**src/rtl/uart_tx_phy_fsm.sv**
```systemverilog
// UART transmit PHY: one-byte holding register feeding a START/DATA/STOP serializer
// paced by an oversampling tick; back-to-back frames go out with no idle gap.
module uart_tx_phy_fsm #(
    parameter int DATA_WIDTH      = 8,
    parameter int OVERSAMPLE_RATE = 16
) (
    input  logic                  sys_clk,
    input  logic                  rst_n,
    input  logic                  baud_rate_oversample,
    input  logic                  tx_valid,
    input  logic [DATA_WIDTH-1:0] tx_data,
    output logic                  tx_ready,
    output logic                  tx_line,
    output logic                  tx_busy,
    output logic                  tx_done
);
    localparam int TICK_W = (OVERSAMPLE_RATE > 1) ? $clog2(OVERSAMPLE_RATE) : 1;
    localparam int BIT_W  = (DATA_WIDTH > 1) ? $clog2(DATA_WIDTH) : 1;
    localparam logic [TICK_W-1:0] TICK_LAST = TICK_W'(OVERSAMPLE_RATE - 1);
    localparam logic [BIT_W-1:0]  BIT_LAST  = BIT_W'(DATA_WIDTH - 1);

    typedef enum logic [1:0] {IDLE, START, DATA, STOP} state_t;

    state_t                state;
    logic [TICK_W-1:0]     tick_cnt;
    logic [BIT_W-1:0]      bit_cnt;
    logic [DATA_WIDTH-1:0] hold_reg;
    logic [DATA_WIDTH-1:0] shift_reg;
    logic [DATA_WIDTH-1:0] shift_next;
    logic                  accept;
    logic                  bit_end;
    logic                  load;

    // tx_ready doubles as the holding-register-empty flag, so accept and load are exclusive
    assign accept     = tx_valid && tx_ready;
    assign bit_end    = baud_rate_oversample && (tick_cnt == TICK_LAST);
    assign shift_next = shift_reg >> 1;

    always_comb begin
        load = 1'b0;
        if (baud_rate_oversample && !tx_ready)
            load = (state == IDLE) || (state == STOP && tick_cnt == TICK_LAST);
    end

    always_ff @(posedge sys_clk) begin
        if (!rst_n) begin
            state    <= IDLE;
            tick_cnt <= '0;
            bit_cnt  <= '0;
            tx_ready <= 1'b1;
            tx_line  <= 1'b1;
            tx_busy  <= 1'b0;
            tx_done  <= 1'b0;
        end else begin
            tx_done <= 1'b0;
            if (accept)
                tx_ready <= 1'b0;
            else if (load)
                tx_ready <= 1'b1;

            if (baud_rate_oversample) begin
                tick_cnt <= bit_end ? '0 : tick_cnt + 1'b1;
                case (state)
                    IDLE: begin
                        tick_cnt <= '0;
                        if (load) begin
                            state   <= START;
                            tx_busy <= 1'b1;
                            tx_line <= 1'b0;
                        end
                    end
                    START: begin
                        if (bit_end) begin
                            state   <= DATA;
                            bit_cnt <= '0;
                            tx_line <= shift_reg[0];
                        end
                    end
                    DATA: begin
                        if (bit_end) begin
                            if (bit_cnt == BIT_LAST) begin
                                state   <= STOP;
                                tx_line <= 1'b1;
                            end else begin
                                bit_cnt <= bit_cnt + 1'b1;
                                tx_line <= shift_next[0];
                            end
                        end
                    end
                    STOP: begin
                        if (bit_end) begin
                            tx_done <= 1'b1;
                            if (load) begin
                                state   <= START;
                                tx_line <= 1'b0;
                            end else begin
                                state   <= IDLE;
                                tx_busy <= 1'b0;
                            end
                        end
                    end
                    default: state <= IDLE;
                endcase
            end
        end
    end

    // Payload registers carry no reset; their contents only matter once flagged valid
    always_ff @(posedge sys_clk) begin
        if (accept)
            hold_reg <= tx_data;
        if (load)
            shift_reg <= hold_reg;
        else if (bit_end && state == DATA)
            shift_reg <= shift_next;
    end

endmodule
```
**config.mk**
```make
export PLATFORM = sky130hd
export DESIGN_NAME = uart_tx_phy_fsm
export DESIGN_NICKNAME = d
export VERILOG_FILES = /design/src/rtl/uart_tx_phy_fsm.sv
export SDC_FILE = /design/constraint.sdc
export NUM_CORES = 1
export LEC_CHECK = 0
export ABC_AREA = 1
export CAP_MARGIN = 20
export CORE_ASPECT_RATIO = 2
export CORE_MARGIN = 2
export CORE_UTILIZATION = 50
export CTS_CLUSTER_SIZE = 24
export DETAILED_ROUTE_END_ITERATION = 8
export MAX_ROUTING_LAYER = met4
export PLACE_DENSITY = 0.82
export SETUP_SLACK_MARGIN = 0.02
export SYNTH_ARGS = -nofsm -noshare
export SYNTH_HDL_FRONTEND = slang
export SYNTH_SLANG_ARGS = --single-unit
```
**constraint.sdc**
```tcl
create_clock -name sys_clk -period 2.9 [get_ports sys_clk]
set_input_delay 0.87 -clock sys_clk [delete_from_list [all_inputs] [get_ports sys_clk]]
set_output_delay 0.87 -clock sys_clk [all_outputs]
set_load 0.02 [all_outputs]
```
# [Yosys cells after proc, flatten, opt, wreduce, memory -nomap -nowiden]
# Cells that the tools add are included.
[word_totals] register_bits=29 latchBits=0 ram_bits=0 rom_bits=0 in_bits=12 output_inout_bits=4 elab_cells=68 mem_count=0
[op_classes] addsub=2 n_mul=0 n_div=0 magnitude_cmp=0 n_eq_ne=12 shift=0 mux=28 bitwise_logic=0 n_reduce_logical=17
[op_table] cell="$mux W8" count=2
[op_table] cell="$ne A2 B2 Y1 const B" count=7
[op_table] cell="$mux W1" count=12
[op_table] cell="$mux W2" count=5
[op_table] cell="$reduce_and A5 Y1" count=2
[op_table] cell="$mux W3" count=3
[op_table] cell="$mux W4" count=2
[op_table] cell="$pmux W2 S4" count=1
[op_table] cell="$reduce_bool A2 Y1" count=4
[op_table] cell="$pmux W3 S2" count=1
[op_table] cell="$reduce_and A6 Y1" count=1
[op_table] cell="$logic_and A1 B1 Y1" count=5
[op_table] cell="$add A4 B1 Y4 const B" count=1
[op_table] cell="$eq A2 B2 Y1 const B" count=2
[op_table] cell="$eq A4 B4 Y1 const B" count=1
[op_table] cell="$pmux W1 S4" count=1
[op_table] cell="$reduce_and A4 Y1" count=1
[op_table] cell="$add A3 B1 Y3 const B" count=1
[op_table] cell="$eq A3 B3 Y1 const B" count=1
[op_table] cell="$reduce_and A3 Y1" count=1
[op_table] cell="$eq A2 B1 Y1 const B" count=1
[op_table] cell="$logic_not A2 Y1" count=1
[op_table] cell="$pmux W1 S2" count=1
[op_table] cell="$logic_not A1 Y1" count=1
[op_table] cell="$logic_or A1 B1 Y1" count=1

# [Longest topological paths before layout]
# Gate-level depths: netlist (run 1).
[depth] depth_word=7 mapped_depth=9 mapped_depth_nobuf=9

# [Worst setup path before layout (run 1)]
# Ideal clock, no wire load.
[synth_timing] path_kind="input to register" startpoint="in baud_rate_oversample" endpoint="reg shift_reg[0], enable pin" t_arrival_ns=1.710 path_slack_ns=0.806 stages=6 path_buffers=2 path_cell_list="buf_4 nand2_1 nor2_2 nand2_2 buf_2 o21ai_0"
[synth_via] elab_chain_len=3 word_cells_on_any_way=5 cone_classes="mux (1); reduce/logical (4)"
[synth_lines] item="start, declared" line_no="9" text="input logic baud_rate_oversample,"
[synth_lines] item="$logic_and A1 B1 Y1, on equally long branches" line_no="41, 36"
[synth_lines] item="$mux W1 / $logic_and A1 B1 Y1 (equally long branches)" line_no="41, 114"
[synth_lines] item="$reduce_bool A2 Y1 (no source line) *"
[synth_lines] item="end signal, assigned" line_no="113" text="shift_reg <= hold_reg;"
[synth_lines] item="end signal, assigned" line_no="115" text="shift_reg <= shift_next;"
[synth_lines] item="end, declared" line_no="28" text="logic [DATA_WIDTH-1:0] shift_reg;"
# Every way passes the cells marked *; elsewhere a longest branch is shown, timed or not.
# A chain may end at the register's enable or synchronous reset.

# [Final worst setup path (run 1)]
[layout_timing] startpoint="in baud_rate_oversample" endpoint="reg shift_reg[4], enable pin"
# The elaborated chain is that of the path after synthesis.

==> results of run 1 <==
[worst paths after layout]
check	endpoint	cells after the start
setup / recovery	shift_reg[4]	6
hold reg to reg	tx_busy	2
hold / removal	tx_busy	2
setup reg to reg	shift_reg[4]	6
[through the flow]
step / instance area [um^2] / instances / util / worst slack [ps] / total power [W]
detailed placement: 1530 / 188 / 0.596 / 401 / 0.000616
global route: 1620 / 196 / 0.631 / 587 / 0.000986
floorplan: 1350 / 145 / - / 806 / 0.000564
CTS: 1620 / 196 / 0.631 / 685 / 0.000951
finish: 1620 / 196 / 0.631 / 662 / 0.000942
global placement: 1530 / 188 / 0.596 / 461 / 0.000609
[cells in the final DEF, fill, tap and decap left out, types with 2 or more instances in the layout]
| master | n |
|---|---|
| nand3_1 | 14 |
| dfxtp_1 | 13 |
| buf_4 | 2 |
| nor2_2 | 2 |
| nor2_1 | 5 |
| nand2_1 | 44 |
| ha_1 | 8 |
| inv_1 | 15 |
| o21ai_0 | 2 |
| nand4_1 | 2 |
| clkbuf_8 | 6 |
| clkbuf_1 | 2 |
| clkdlybuf4s50_1 | 15 |
| edfxtp_1 | 16 |
| nor3_1 | 3 |
| a21oi_1 | 8 |
[layer usage]
layer,vias to the layer above,share of wire,track usage
met3,12,0.037,0.0714
met4,0,0.043,0.133
li1,524,-,-
met1,475,0.36,0.166
met2,39,0.56,0.365
met5,-,0,-
[critical path: stages]
cell and delay (ps):
clkdlybuf4s50_1 620, nand2_1 110, nor2_2 120, nand2_2 160, o21ai_0 130, buf_4 210
[cell type report]
cell class	instances	area, um^2
clock buffer	8	90.1
fill	220	947
inverter	16	60.1
multi-input combinational	98	532
sequential	29	741
tap	28	35.0
timing repair buffer	17	165
[where the power goes]
part           switching [W]  internal [W]  total (W)
clock network       0.000141      0.000193   0.000334
registers          0.0000114      0.000463   0.000474
logic              0.0000793     0.0000543   0.000134
[logic make-up after synthesis]
group / Yosys count / share of synthesized area
buf+inv: 18 / 0.0539
compound gates: 16 / 0.0763
simple gates: 73 / 0.238
flops: 29 / 0.551
fa+ha+maj: 8 / 0.0744
xor+xnor: 1 / 0.00651
==> results.cfg, run 1 <==
[timing]
max_slew_margin = 0.777
max_freq_ghz = 0.447
skew_ps = 9.03
final_max_slew_viol_count = 0
layout_min_cycle_time_ps = 2240
setup_violations = 0
finalSetupTns_ps = 0
holdWs_ps = 449
rsz0062_at_grt = false
worst_slew_pin_slew_ps = 334
hold_viol = 0
fin_crit_sh = 0.772

[pwr]
power_density_nw_per_um2 = 580
irDropWorstVdd_mv = 0.440
leakagePower_nw = 0.681

[floorplanning]
core_um2 = 2570
fp.dieH_um = 77.4
top_level_ports = 16
dieArea_um2 = 3150
start_util = 0.523
fp.dieW_um = 40.7
fp-row-count = 26

[yosys]
synth.distinct_cells = 25
synth_area_leaders = edfxtp_1 36%, dfxtp_1 19%, nand2_1 12%, ha_1 7.4%, nand3_1 5.2%
synth_nets = 165
ys_async_sr_fraction = 0
ys_seq_area_frac = 0.551
netlist.area_leader.share = 0.357
ys_ff_latch = 29
synth_top_flop_cell = edfxtp_1
synth_warnings = 0
synth-edff-count = 16
syn_area_um2 = 1350
synth_cells = 145
synth_common_cells = 44 x nand2_1, 16 x edfxtp_1, 15 x inv_1
synth_area_per_cell_um2 = 9.28
synth_most_common_cell = nand2_1
yosys.area.top_type = edfxtp_1

[clock_network]
post_cts_buffers = 0
ctsHoldBuffers = 0
cts_sinks = 29
clockRootBuffer = clkbuf_8
cts_resized = 0
cts.htree.levels = 2
cts_tree = done
cts_buffers = 5
clock_latency_ps = 280
clock_path_buffers = 2
cts.clk_slew.worst_paths_ps = 60

[critical_path]
r2r_setup_slack_ps = 1070
cp_max_fo = 13
cp.required_ps = 2880
critical_path.startpoint = baud_rate_oversample
cp_data_arrival_time_ps = 2220
worst-setup-path-type = in2reg
endpoint_kind = register
rr_startpoint = state[0]
cp-start-kind = input port

[route]
drt-total-wl_mm = 2.69
routedWlPerCell_um = 13.7
vias_per_cell = 5.36
num_vias = 1050
ant_nets = 0
initialDrtViolationCount = 20
drcViolationCount = 0
dr.pass1.iters = 4

[layout]
syn_to_final_growth_pct = 20.7
drive_gt1_frac = 0.0893
finalNetCount = 187
antenna_cells = 0

[flow_run]
drv_cap = 0

[status]
status = finished, final reports clean

[global_routing]
grt_max_degree = 14
antenna_found_initial = 0
overflow = 0
first_global_vias = 1072
grtUsageTotal = 0.212
grt_pass1_wl_mm = 4.24

[worst_hold_path]
worstHoldStart = tx_busy
hp-class = reg2reg

[placed_design]
place.gp.congestion = 0.807
dpl.hpwl_mm = 2.08
portBuffers = 15
Power figures use the tool's default switching activity.
==> run 2, diff against run 1 <==
--- a/config.mk
+++ b/config.mk
@@ -9,11 +9,11 @@
 export CAP_MARGIN = 20
 export CORE_ASPECT_RATIO = 2
 export CORE_MARGIN = 2
-export CORE_UTILIZATION = 50
+export CORE_UTILIZATION = 49
 export CTS_CLUSTER_SIZE = 24
 export DETAILED_ROUTE_END_ITERATION = 8
 export MAX_ROUTING_LAYER = met4
-export PLACE_DENSITY = 0.82
+export PLACE_DENSITY = 0.83
 export SETUP_SLACK_MARGIN = 0.02
 export SYNTH_ARGS = -nofsm -noshare
 export SYNTH_HDL_FRONTEND = slang
==> constraint.sdc (replaced) <==
create_clock -name sys_clk -period 2 [get_ports sys_clk]
set_input_delay 0.6 -clock sys_clk [delete_from_list [all_inputs] [get_ports sys_clk]]
set_output_delay 0.6 -clock sys_clk [all_outputs]
set_load 0.02 [all_outputs]
==> run 2 against run 1 <==
Compared with the run above:
- die area up 1.9%
- first-iteration DRC count grew to 2.6 times the previous value
- core utilization increased by 3.4 points
- sequential power rose by 45%
- final area increased by 5.3%
- sequential cell count unchanged
- worst hold slack improved by 2.5 ps
- worst setup slack worse by 540 ps
- count of clock-buffer cells in the layout fell by 1
- sequential share of layout area fell by 2.3 points
- non-clock buffer count up 8
- critical endpoint is now tx_ready
==> results.cfg, run 2 (synthesized netlist as in run 1, its figures left out) <==
[critical_path]
worst_path_largest_cell_delay_ps = 620
path_cells = clkdlybuf4s50_1
cp_max_fo = 3
worst-setup-path-type = reg2out
cp-start-kind = register
endpoint_kind = primary output
path_buf_inv = 1
critical-path-top-delay-family = buffers and inverters
cp_slowest_cell = clkdlybuf4s50_1
cp.required_ps = 1400
cp_data_arrival_time_ps = 1270

[global_routing]
antenna_found_initial = 0
grt_max_degree = 10
grtUsageTotal = 0.225
grtUsageMet2 = 0.394
grt_pass1_wl_mm = 4.64
grt.busiest_layer = met2
overflow = 0
grtUsageMet3 = 0.0593
first_global_vias = 1126
grt_util_met1 = 0.197

[floorplanning]
dieArea_um2 = 3210
start_util = 0.523
fp-row-count = 26
core_um2 = 2570
fp.dieW_um = 41.0
fp.dieH_um = 78.1
top_level_ports = 16

[pwr]
clock_power_share = 0.412
leakagePower_nw = 0.730
power.internal_w = 0.00116
switching_share = 0.235
irDropWorstVdd_mv = 0.689
combPwrFrac = 0.136
p_switching_w = 0.000357
power_density_nw_per_um2 = 890
p_seq_frac = 0.452

[timing]
hold_viol = 0
holdWs_ps = 451
final_max_slew_viol_count = 0
rsz0062_at_grt = false
worst_slew_pin_slew_ps = 316
skew_ps = 7.82
setup_violations = 0
max_slew_margin = 0.788
layout_min_cycle_time_ps = 1870
fin_crit_sh = 0.937
max_freq_ghz = 0.534

[route]
drcViolationCount = 0
dr.pass1.iters = 4
num_vias = 1089
drt-total-wl_mm = 2.86
ant_nets = 0
routedWlPerCell_um = 14.0
vias_per_cell = 5.34
initialDrtViolationCount = 52

[placed_design]
portBuffers = 15
placed_cells = 196
place.gp.congestion = 0.798
detailed_place.area_um2 = 1590
dpl.hpwl_mm = 2.21

[clock_network]
post_cts_buffers = 0
clock_latency_ps = 290
cts_buffers = 5
cts_resized = 0
clockRootBuffer = clkbuf_8
clock_path_buffers = 2
cts_sinks = 29
cts.htree.levels = 2
ctsHoldBuffers = 0
cts_tree = done
cts.clk_slew.worst_paths_ps = 60

[layout]
syn_to_final_growth_pct = 27.1
final_cell_mix = 44 x nand2_1, 16 x edfxtp_1, 15 x inv_1, 15 x clkdlybuf4s50_1, 14 x nand3_1
finalNetCount = 195
regArea_um2 = 741
antenna_cells = 0
drive_gt1_frac = 0.136
fin_cells = 204
final_common_cell = nand2_1
fillCellCount = 210
fin_area_um2 = 1710
multi_input_area_um2 = 532

[flow_run]
drv_cap = 0

[status]
status = finished, final reports clean

[worst_hold_path]
hp-class = reg2reg
[run 2: changes by cell type in the layout (fill, tap and decap cells not counted)]
cell | before | now
clkbuf_1 | 2 | 1
bufinv_16 | 0 | 1
buf_4 | 2 | 10
[run 2: layer usage]
metal | vias to the layer above | share of wire
li1 | 544 | -
met1 | 505 | 0.33
met2 | 33 | 0.60
met3 | 7 | 0.048
met4 | 0 | 0.024
met5 | - | 0
[run 2: path summary, 6_finish.rpt]
path / from / end / slack, ps / depth (start not counted)
hold reg to reg: tx_busy / tx_busy / 450 / 2
hold / removal: tx_busy / tx_busy / 450 / 2
setup / recovery: tx_ready / tx_ready / 130 / 1
setup reg to reg: state[0] / tx_line / 290 / 8
[run 2: power by group through the flow]
stage	Sequential (W)	Combinational, W	Clock [W]
2_1_floorplan	0.000705	0.000114	0
3_3_place_gp	0.000697	0.000197	0
3_5_place_dp	0.000700	0.000206	0
4_1_cts	0.000687	0.000208	0.000633
5_1_grt	0.000691	0.000228	0.000655
6_report	0.000687	0.000207	0.000627
[run 2: final cells by class]
cell class | count | share of cell area
Sequential cell | 29 | 0.433
Multi-Input combinational cell | 98 | 0.311
Timing Repair Buffer | 25 | 0.132
Clock buffer | 7 | 0.0505
Inverter | 16 | 0.0351
Tap cell | 28 | 0.0205
Clock inverter | 1 | 0.0176
[run 2: per-stage QoR]
step | worst slack (ps) | power [W] | utilization | setup TNS [ps]
2_1_floorplan | 176 | 0.000818 | - | 0
3_3_place_gp | -47.8 | 0.000894 | 0.620 | -94.7
3_5_place_dp | -80.1 | 0.000906 | 0.620 | -659
4_1_cts | 126 | 0.00153 | 0.665 | 0
5_1_grt | 92.5 | 0.00157 | 0.665 | 0
6_report | 126 | 0.00152 | 0.665 | 0
